**config.mk**
```make
export PLATFORM = sky130hd
export DESIGN_NAME = parity_tx_ctrl
export DESIGN_NICKNAME = d
export VERILOG_FILES = /design/src/rtl/parity_tx_ctrl.sv
export SDC_FILE = /design/constraint.sdc
export NUM_CORES = 1
export LEC_CHECK = 0
export CAP_MARGIN = 10
export CORE_ASPECT_RATIO = 1.4
export CORE_MARGIN = 10
export CORE_UTILIZATION = 40
export DETAILED_ROUTE_END_ITERATION = 7
export GPL_ROUTABILITY_DRIVEN = 0
export GPL_TIMING_DRIVEN = 0
export PLACE_DENSITY_LB_ADDON = 0.05
export SLEW_MARGIN = 20
export SYNTH_ARGS = -nofsm -noshare
export SYNTH_HDL_FRONTEND = slang
export SYNTH_SLANG_ARGS = --single-unit
```
**constraint.sdc**
```tcl
create_clock -name clk -period 4.6 [get_ports clk]
set_input_delay 0.92 -clock clk [delete_from_list [all_inputs] [get_ports clk]]
set_output_delay 0.92 -clock clk [all_outputs]
set_load 0.02 [all_outputs]
```
**src/rtl/parity_tx_ctrl.sv**
```systemverilog
// Byte-framing serial transmitter: start, 8 data bits LSB first, parity, stop bit(s).
// Optional PARITY_TX_ERRINJ_EN adds inject_err to invert the parity bit of one frame.
module parity_tx_ctrl #(
  parameter int EVENP        = 1,
  parameter int CLKS_PER_BIT = 4,
  parameter int STOP_BITS    = 1
) (
  input  logic       clk,
  input  logic       rst,
  input  logic [7:0] data_in,
  input  logic       valid,
  output logic       ready,
  output logic       tx,
  output logic       busy,
  output logic       done
`ifdef PARITY_TX_ERRINJ_EN
  ,
  input  logic       inject_err
`endif
);

  localparam int CNT_W = (CLKS_PER_BIT > 1) ? $clog2(CLKS_PER_BIT) : 1;
  localparam logic [CNT_W-1:0] CNT_LAST  = CNT_W'(CLKS_PER_BIT - 1);
  localparam logic [2:0]       STOP_LAST = 3'(STOP_BITS - 1);

  typedef enum logic [2:0] {IDLE, START, DATA, PARITY, STOP} state_t;

  state_t           state;
  logic [CNT_W-1:0] clk_cnt;
  logic [2:0]       bit_idx;
  logic [7:0]       data_q;
  logic             par_q;
  logic             tx_q;
  logic             done_q;
  logic             inj;
  logic             bit_end;

  function automatic logic parity_bit(input logic [7:0] b);
    return (EVENP != 0) ? ^b : ~^b;
  endfunction

`ifdef PARITY_TX_ERRINJ_EN
  assign inj = inject_err;
`else
  assign inj = 1'b0;
`endif

  assign bit_end = (clk_cnt == CNT_LAST);

  always_ff @(posedge clk) begin
    if (rst) begin
      state   <= IDLE;
      clk_cnt <= '0;
      bit_idx <= '0;
      data_q  <= '0;
      par_q   <= 1'b0;
      tx_q    <= 1'b1;
      done_q  <= 1'b0;
    end else begin
      done_q <= 1'b0;
      case (state)
        IDLE: begin
          tx_q    <= 1'b1;
          clk_cnt <= '0;
          bit_idx <= '0;
          // ready is high whenever IDLE and out of reset, so valid alone is the handshake
          if (valid) begin
            data_q <= data_in;
            par_q  <= parity_bit(data_in) ^ inj;
            tx_q   <= 1'b0;
            state  <= START;
          end
        end
        START: begin
          if (bit_end) begin
            clk_cnt <= '0;
            bit_idx <= '0;
            tx_q    <= data_q[0];
            state   <= DATA;
          end else begin
            clk_cnt <= clk_cnt + 1'b1;
          end
        end
        DATA: begin
          if (bit_end) begin
            clk_cnt <= '0;
            if (bit_idx == 3'd7) begin
              tx_q  <= par_q;
              state <= PARITY;
            end else begin
              bit_idx <= bit_idx + 3'd1;
              tx_q    <= data_q[bit_idx + 3'd1];
            end
          end else begin
            clk_cnt <= clk_cnt + 1'b1;
          end
        end
        PARITY: begin
          if (bit_end) begin
            clk_cnt <= '0;
            bit_idx <= '0;
            tx_q    <= 1'b1;
            state   <= STOP;
          end else begin
            clk_cnt <= clk_cnt + 1'b1;
          end
        end
        STOP: begin
          // bit_idx counts stop bits here
          if (bit_end) begin
            clk_cnt <= '0;
            if (bit_idx == STOP_LAST) begin
              bit_idx <= '0;
              done_q  <= 1'b1;
              state   <= IDLE;
            end else begin
              bit_idx <= bit_idx + 3'd1;
            end
          end else begin
            clk_cnt <= clk_cnt + 1'b1;
          end
        end
        default: state <= IDLE;
      endcase
    end
  end

  assign ready = (state == IDLE) && !rst;
  assign busy  = (state != IDLE);
  assign tx    = tx_q;
  assign done  = done_q;

endmodule

```
### After elaboration in Yosys (flattened, before gate mapping)

Index checks and enable logic that the tools add are counted.

* reduce and logical (&&, ||, !) cells: 16
* equality and inequality tests: 15
* order comparisons: 1
* bitwise gates (word level): 2
* mux-type cells: 25
* add/sub/neg operators: 2

Operators with widths (number)
* $mux W3: 12
* $ne A2 B2 Y1 const B: 8
* $pmux W3 S5: 1
* $pmux W3 S4: 1
* $reduce_bool A4 Y1: 2
* $reduce_xor A8 Y1: 1
* $mux W1: 7
* $reduce_and A7 Y1: 1
* $eq A3 B2 Y1 const B: 2
* $eq A3 B3 Y1 const B: 2
* $logic_not A3 Y1: 2
* $reduce_and A5 Y1: 1
* $lt A3 B4 Y1 const B: 1
* $pmux W1 S4: 1
* $pmux W2 S2: 1
* $reduce_and A4 Y1: 1
* $reduce_or A4 Y1: 1
* $add A3 B1 Y3 const B: 1
* $bmux W1 S3: 1
* $eq A3 B1 Y1 const B: 1
* $reduce_bool A3 Y1: 1
* $reduce_or A3 Y1: 1
* $add A2 B1 Y2 const B: 1
* $eq A2 B2 Y1 const B: 1
* other kinds (8): 9

* logic and storage cells: 68
* register bits: 19
* bits of input ports: 11
* output and inout bits: 4

### Longest topological paths before layout

Gate-level depths: netlist (run 1).

* depth after elaboration: 6
* mapped depth: 7
* gate-level depth less buffers: 6

### Worst setup path after synthesis (run 1)

Ideal clock, no wire load.

* kind: input -> output
* start point: in rst
* end point: out ready
* arrival time: 1.607 ns
* path buffers: 1
* cell stages on the path: 2
* setup slack: 2.073 ns
* required time: 3.680 ns
* cells stage by stage: clkbuf_1 > nor3_1

* word-level cells in the longest chain between the ends: 2

Ends and longest elaborated chain
* start, declared: RTL line 9 `input logic rst,`
* $logic_not A1 Y1: RTL line 128 `assign ready = (state == IDLE) && !rst;`
* $logic_and A1 B1 Y1: RTL line 128
* end, declared: RTL line 12 `output logic ready,`

No other way between the ends.

### Final worst setup path (run 1)

Ends and elaborated chain as after synthesis.

==> run_results.csv, run 1 <==
group,metric,value,unit
clocking,cts_sinks,19,
worst_hold_path,holdPathStages,2,
sta,max_freq,297,MHz
global_routing,grt_pass1_wl,4.04,mm
final_layout,areaGrowthSynthToFinish,20.0,%
placed_design,place_area,1230,um2
detailed_routing,wirelength,2.32,mm
placed_design,portBuffers,14,
placed_design,dp_cells,175,
critical_path,r2r_setup_slack,2.43,ns
critical_path,path_class,"primary input to primary output",
sta,finalHoldViolCount,0,
global_routing,grt_max_degree,12,
final_layout,fill_cells,253,
power,p_leak,0.451,nW
yosys,synthTopCellsByArea,"dfxtp_1 36%, nand2_1 8.9%, a21oi_1 6.7%, xnor2_1 5.8%, ha_1 4.8%",
yosys,syn_area,1050,um2
sta,clock-skew-final,0.000946,ns
clocking,cts_buffers,3,
yosys,synthCells,127,
critical_path,worstPathRequired,3.68,ns
critical_path,endpoint_kind,"primary output",
final_layout,regArea,380,um2
final_layout,antennaDiodeCount,0,
yosys,yosys_warnings,0,
yosys,ys_types,39,
floorplan,die_w,63.3,um
sta,setup_ws,1.23,ns
final_layout,nets,161,
worst_hold_path,min_from,"data_q[4]$_SDFFE_PP0P_",
detailed_routing,drtIter0Drc,8,
critical_path,cpMaxStageDelayCell,"clkdlybuf4s50_1",
sta,drv_slew,0,
worst_hold_path,hold_path_end,"data_q[4]$_SDFFE_PP0P_",
sta,worstMarginPinSlew,0.476,ns
detailed_routing,drtPass1Iterations,4,
clocking,htree_levels,1,
critical_path,slowest_delay,0.63,ns
clocking,tritoncts,"done",
yosys,netlist.area_leader.share,36.1,%
critical_path,cp_common_cell,"clkdlybuf4s50_1",
floorplan,start_util,43.1,%
critical_path,path_max_fanout,10,
final_layout,final_cell_area,1260,um2
yosys,syn_nets,142,
yosys,synth_seq_cells,19,
outcome,status,"complete, no violations",
yosys,avgSynthCellArea,8.29,um2
final_layout,final_cells,179,
sta,setup_tns,0,ns
sta,fin_crit_sh,73.3,%
yosys,synth_seq_area_share,36.1,%
sta,finalSetupViolCount,0,
clocking,cts_resized,0,
critical_path,cp.arrival,2.45,ns
clocking,root_buffer,"clkbuf_4",
yosys,synth_edf_count,0,
sta,relSlewSlack,68.3,%
yosys,async_flop_share,0,%
critical_path,path_cells,"clkdlybuf4s50_1 > clkbuf_1 > nor3_1 > clkdlybuf4s50_1",
sta,period_needed,3.37,ns
global_routing,track_usage,9.69,%
sta,rsz0062_at_grt,"false",
placed_design,pre_cts_ws,1.21,ns
power,peakVddDrop,179,uV
global_routing,overflow,0,
detailed_routing,drtAntennaViolNets,0,
floorplan,core-area,2440,um2
placed_design,hpwl,1.83,mm
detailed_routing,vias,902,
clocking,cts.path.max_buffers,2,
sta,holdWs,0.464,ns
critical_path,rr_worst_depth,7,
global_routing,grt_pass1_vias,878,
clocking,cts_hold_buf,0,
yosys,yosys.area.top_type,"dfxtp_1",
clocking,path_clk_slew,0.11,ns
run,cap_violations,0,
floorplan,pin_count,15,
power,power_density,255,nW/um2
floorplan,die_y,80.7,um
clocking,clkLatencyLatePin,0.30,ns
detailed_routing,via_per_inst,5.04,
final_layout,drive_above_1_share,9.66,%
critical_path,r2r_end,"tx$_SDFFE_PP1P_",
detailed_routing,wl_per_cell,12.9,um
global_routing,antenna_found_initial,0,
clocking,cts_setup_buffers,0,
detailed_routing,drc,0,
floorplan,rows,21,
critical_path,crit_path_start_kind,"primary input",
yosys,synth_flop_cell,"dfxtp_1",
floorplan,dieArea,5110,um2
worst_hold_path,hold_path.class,"register to register",
critical_path,r2r-start,"bit_idx[0]$_SDFFE_PP0P_",
final_layout,multi_input_area,622,um2
report_power, final:
part	switching [mW]	leakage, nW	internal (mW)
combinational	0.0284	0.278	0.0308
clock	0.0539	0.0177	0.0324
sequential	0.00502	0.155	0.172
total	0.0873	0.451	0.235
layout by cell type, fill, tap and decap left out, types with 2 or more instances in the layout:
master,count
nand4bb_1,2
xnor2_1,7
a21oi_1,14
a211o_1,2
clkbuf_1,4
inv_1,3
nand2b_1,4
nor3_1,2
ha_1,4
nand2_1,25
clkbuf_4,3
nor2b_1,2
nand3_1,3
buf_2,4
clkdlybuf4s50_1,14
mux2i_1,2
o21ai_0,2
dfxtp_1,19
nor2_1,6
cells in the mapped netlist, drive strengths merged, types with 2 or more instances:
cell / number
inv: 3
nand3: 3
nand2: 25
clkbuf: 4
a21oi: 14
o21ai: 3
nand2b: 4
or2: 2
a211o: 2
nor3: 3
nand4bb: 2
xnor2: 7
dfxtp: 19
mux2i: 2
nor2: 7
buf: 5
nor2b: 3
ha: 4
critical path: cells and delay by family:
kind / cells / cell delay (ns)
buffers and inverters: 3 / 1.31
and+or+nand+nor: 1 / 0.22
flip-flops by register name, summed over array words and instances, names as in the netlist:
name     count
data_q       8
bit_idx      3
state        3
clk_cnt      2
done         1
par_q        1
tx           1
worst max-delay path by stage:
stage | slack, ns | to | from
floorplan | 2.07 | ready | rst
global placement | 1.22 | ready | rst
detailed placement | 1.21 | ready | rst
CTS | 1.20 | ready | rst
global route | 1.14 | ready | rst
finish | 1.23 | ready | rst
cell type report:
class,instances,share of cell area [%]
Timing Repair Buffer,14,11.1
Clock inverter,1,0.396
Buffer,9,3.07
Inverter,3,0.892
Sequential cell,19,30.1
Clock buffer,3,1.78
Tap cell,34,3.37
Multi-Input combinational cell,96,49.3
through the flow:
| stage | total power [mW] | utilization [%] |
|---|---|---|
| after global placement | 0.240 | 50.5 |
| after floorplan | 0.218 | - |
| after global routing | 0.339 | 51.7 |
| after detailed placement | 0.241 | 50.5 |
| final | 0.322 | 51.7 |
| after CTS | 0.325 | 51.7 |
logic make-up (layout without fill, tap and decap cells):
family | Yosys count | after routing | share of synthesized area (%)
AO/OA/AOI/OAI | 25 | 25 | 15.0
XOR/XNOR | 8 | 8 | 6.66
adder cells (fa/ha/maj) | 4 | 4 | 4.76
buffers and inverters | 12 | 30 | 4.76
flip-flops | 19 | 19 | 36.1
multiplexers | 4 | 4 | 5.11
AND/OR/NAND/NOR | 55 | 55 | 27.6
metal layers:
metal / up-vias / global-route usage [%] / routed length, um
met2: 9 / 18.2 / 1260
li1: 473 / - / -
met4: 0 / 3.95 / 21
met1: 418 / 9.73 / 954
met5: - / 0 / 0
met3: 2 / 2.78 / 83
No activity file was read; power rests on OpenSTA's default activity.
==> run 2: changes to the inputs <==
==> constraint.sdc (replaced) <==
create_clock -name clk -period 3 [get_ports clk]
set_input_delay 0.6 -clock clk [delete_from_list [all_inputs] [get_ports clk]]
set_output_delay 0.6 -clock clk [all_outputs]
set_load 0.02 [all_outputs]
==> results of run 2 <==
Same layout as run 1 (identical final DEF). Status: complete, no violations.
Main changes from that run: setup slack after placement 1.21 ns -> 0.249 ns; setup slack after layout 1.23 ns -> 0.268 ns; register-to-register setup slack 2.43 ns -> 0.83 ns; total power 0.322 mW -> 0.494 mW; worst IR drop on VDD 179 uV -> 275 uV
==> run 3: changes to the inputs <==
--- a/config.mk
+++ b/config.mk
@@ -5,6 +5,7 @@
 export SDC_FILE = /design/constraint.sdc
 export NUM_CORES = 1
 export LEC_CHECK = 0
+export ABC_AREA = 1
 export CAP_MARGIN = 10
 export CORE_ASPECT_RATIO = 1.4
 export CORE_MARGIN = 10
==> run_results.csv, run 3 <==
group,metric,value,unit
outcome,status,"complete, no violations",
critical_path,cp.arrival,2.27,ns
yosys,synth_flop_cell,"dfxtp_1",
critical_path,rr_worst_depth,8,
clocking,root_buffer,"clkbuf_8",
detailed_routing,drc,0,
floorplan,core-area,3060,um2
clocking,clkLatencyLatePin,0.26,ns
detailed_routing,via_per_inst,4.85,
yosys,netlist.area_leader.share,30.2,%
sta,setup_tns,0,ns
floorplan,die_w,67.4,um
detailed_routing,m1WireLength,1.04,mm
placed_design,dp_cells,225,
global_routing,grt_pass1_wl,4.73,mm
sta,finalHoldViolCount,0,
floorplan,pin_count,15,
yosys,synth_seq_area_share,30.2,%
detailed_routing,drtPass1Iterations,4,
sta,max_freq,349,MHz
power,power_density,905,nW/um2
yosys,yosysMostFrequentCell,"nand2_1",
yosys,synthCells,176,
yosys,ys_types,28,
detailed_routing,drtAntennaViolNets,0,
floorplan,rows,24,
run,cap_violations,0,
yosys,syn_area,1260,um2
sta,drv_slew,0,
sta,period_needed,2.87,ns
critical_path,path_class,"primary input to primary output",
final_layout,final_cells,229,
clocking,htree_levels,1,
global_routing,grt_pass1_vias,1127,
clocking,cts_setup_buffers,0,
yosys,yosys_warnings,0,
clocking,cts_buffers,3,
critical_path,endpoint_kind,"primary output",
critical_path,r2r-start,"bit_idx[0]$_SDFFE_PP0P_",
final_layout,antennaDiodeCount,0,
sta,fin_crit_sh,95.5,%
yosys,synth_commonest_cells,"42 x nand2_1, 19 x dfxtp_1, 19 x inv_1",
critical_path,worstPathRequired,2.40,ns
clocking,path_clk_slew,0.07,ns
sta,clock-skew-final,0.00712,ns
global_routing,grt_max_degree,11,
final_layout,reg.largest.list,"data_q: 8 flops, bit_idx: 3 flops, state: 3 flops",
detailed_routing,wl_met2,1.40,mm
yosys,synthTopCellsByArea,"dfxtp_1 30%, nand2_1 13%, inv_1 5.7%, a21oi_1 5.2%, nand3_1 5.2%",
yosys,avgSynthCellArea,7.14,um2
critical_path,cp-startpoint,"rst",
power,p_leak,0.655,nW
yosys,async_flop_share,0,%
yosys,synth_edf_count,0,
final_layout,areaGrowthSynthToFinish,15.4,%
global_routing,antenna_found_initial,0,
detailed_routing,vias,1110,
floorplan,start_util,41.1,%
detailed_routing,drtIter0Drc,29,
floorplan,dieArea,5820,um2
sta,worstMarginPinSlew,0.519,ns
critical_path,crit_path_start_kind,"primary input",
final_layout,drive_above_1_share,15.3,%
clocking,cts_resized,0,
global_routing,overflow,0,
critical_path,endpoint,"ready",
power,peakVddDrop,367,uV
yosys,syn_nets,191,
critical_path,path_max_fanout,10,
final_layout,layout_common_cells,"42 x nand2_1, 19 x inv_1, 19 x dfxtp_1",
worst_hold_path,hold_path.class,"register to register",
sta,rsz0062_at_grt,"false",
critical_path,r2r_end,"bit_idx[1]$_SDFFE_PP0P_",
yosys,synth_seq_cells,19,
clocking,cts.path.max_buffers,2,
yosys,yosys.area.top_type,"dfxtp_1",
detailed_routing,wirelength,2.63,mm
final_layout,fill_cells,340,
clocking,cts_sinks,19,
clocking,cts_hold_buf,0,
detailed_routing,highest_layer,"met4",
floorplan,die_y,86.3,um
clocking,tritoncts,"done",
sta,relSlewSlack,65.4,%
critical_path,r2r_setup_slack,1.47,ns
final_layout,layout_commonest_cell,"nand2_1",
final_layout,largest-register,"data_q",
placed_design,portBuffers,10,
detailed_routing,route.met3.wl,126,um
final_layout,nets,206,
global_routing,track_usage,10.1,%
sta,finalSetupViolCount,0,
placed_design,hpwl,2.25,mm
detailed_routing,wl_per_cell,11.5,um
final_layout,largest_reg_flops,8,
==> run 3: cell types whose count changed in the layout (fill, tap and decap cells not counted), sizes merged, moves of 3 or more <==
cell and change:
xor2 +5, clkdlybuf4s50 -4, nor3 -3, nor2 +5, o21ai +11, nor2b -3
nand3b +3, nand3 +11, nand2b -4, inv +19, nand2 +26
==> run 3: worst max-delay path: stages <==
cell             delay (ns)
clkdlybuf4s50_1        0.57
clkbuf_1               0.44
nor2_1                 0.10
clkdlybuf4s50_1        0.56
==> run 3: layer usage <==
layer	global-route usage (%)	vias to the layer above
li1	-	584
met1	9.97	501
met2	18.8	18
met3	2.58	7
met4	4.68	0
met5	0	-
==> run 3: cell type report <==
cell class	count	area (um2)	area share (%)
multi-input combinational	128	743	51.2
buffer	7	46.3	3.19
sequential	19	380	26.2
inverter	22	87.6	6.03
tap	39	48.8	3.36
clock buffer	4	45.0	3.10
timing repair buffer	10	100	6.90
==> run 3: worst min-delay path by stage <==
stage,from,to,depth (start not counted)
floorplan,data_q[6]$_SDFFE_PP0P_,data_q[6]$_SDFFE_PP0P_,2
global placement,data_q[1]$_SDFFE_PP0P_,data_q[1]$_SDFFE_PP0P_,2
detailed placement,data_q[2]$_SDFFE_PP0P_,data_q[2]$_SDFFE_PP0P_,2
CTS,data_q[1]$_SDFFE_PP0P_,data_q[1]$_SDFFE_PP0P_,2
global route,data_q[1]$_SDFFE_PP0P_,data_q[1]$_SDFFE_PP0P_,2
finish,data_q[2]$_SDFFE_PP0P_,data_q[2]$_SDFFE_PP0P_,2
==> run 3: stage by stage <==
stage | utilization [%] | power, mW | cell area, um2 | setup WS, ns | hold WS, ns
after floorplan | - | 0.974 | 1260 | 1.31 | 0.427
final | 47.4 | 1.31 | 1450 | 0.134 | 0.454
after CTS | 47.4 | 1.33 | 1450 | 0.137 | 0.460
after global routing | 47.4 | 1.46 | 1450 | 0.0424 | 0.483
after detailed placement | 45.9 | 1.15 | 1410 | 0.140 | 0.450
after global placement | 45.9 | 1.14 | 1410 | 0.163 | 0.442
==> run 3: power by group <==
| group | internal, mW | switching [mW] | total, mW |
|---|---|---|---|
| logic | 0.294 | 0.445 | 0.739 |
| clock network | 0.0944 | 0.0826 | 0.177 |
| registers | 0.335 | 0.0628 | 0.398 |
| total | 0.723 | 0.590 | 1.31 |
==> run 3: cells by family (layout without fill, tap and decap cells) <==
kind of cell | count (synthesis) | after routing | share of synthesized area (%)
compound gates | 30 | 30 | 12.8
xor+xnor | 12 | 12 | 8.36
fa+ha+maj | 4 | 4 | 3.98
buf+inv | 29 | 43 | 10.6
flops | 19 | 19 | 30.2
simple gates | 82 | 82 | 33.9
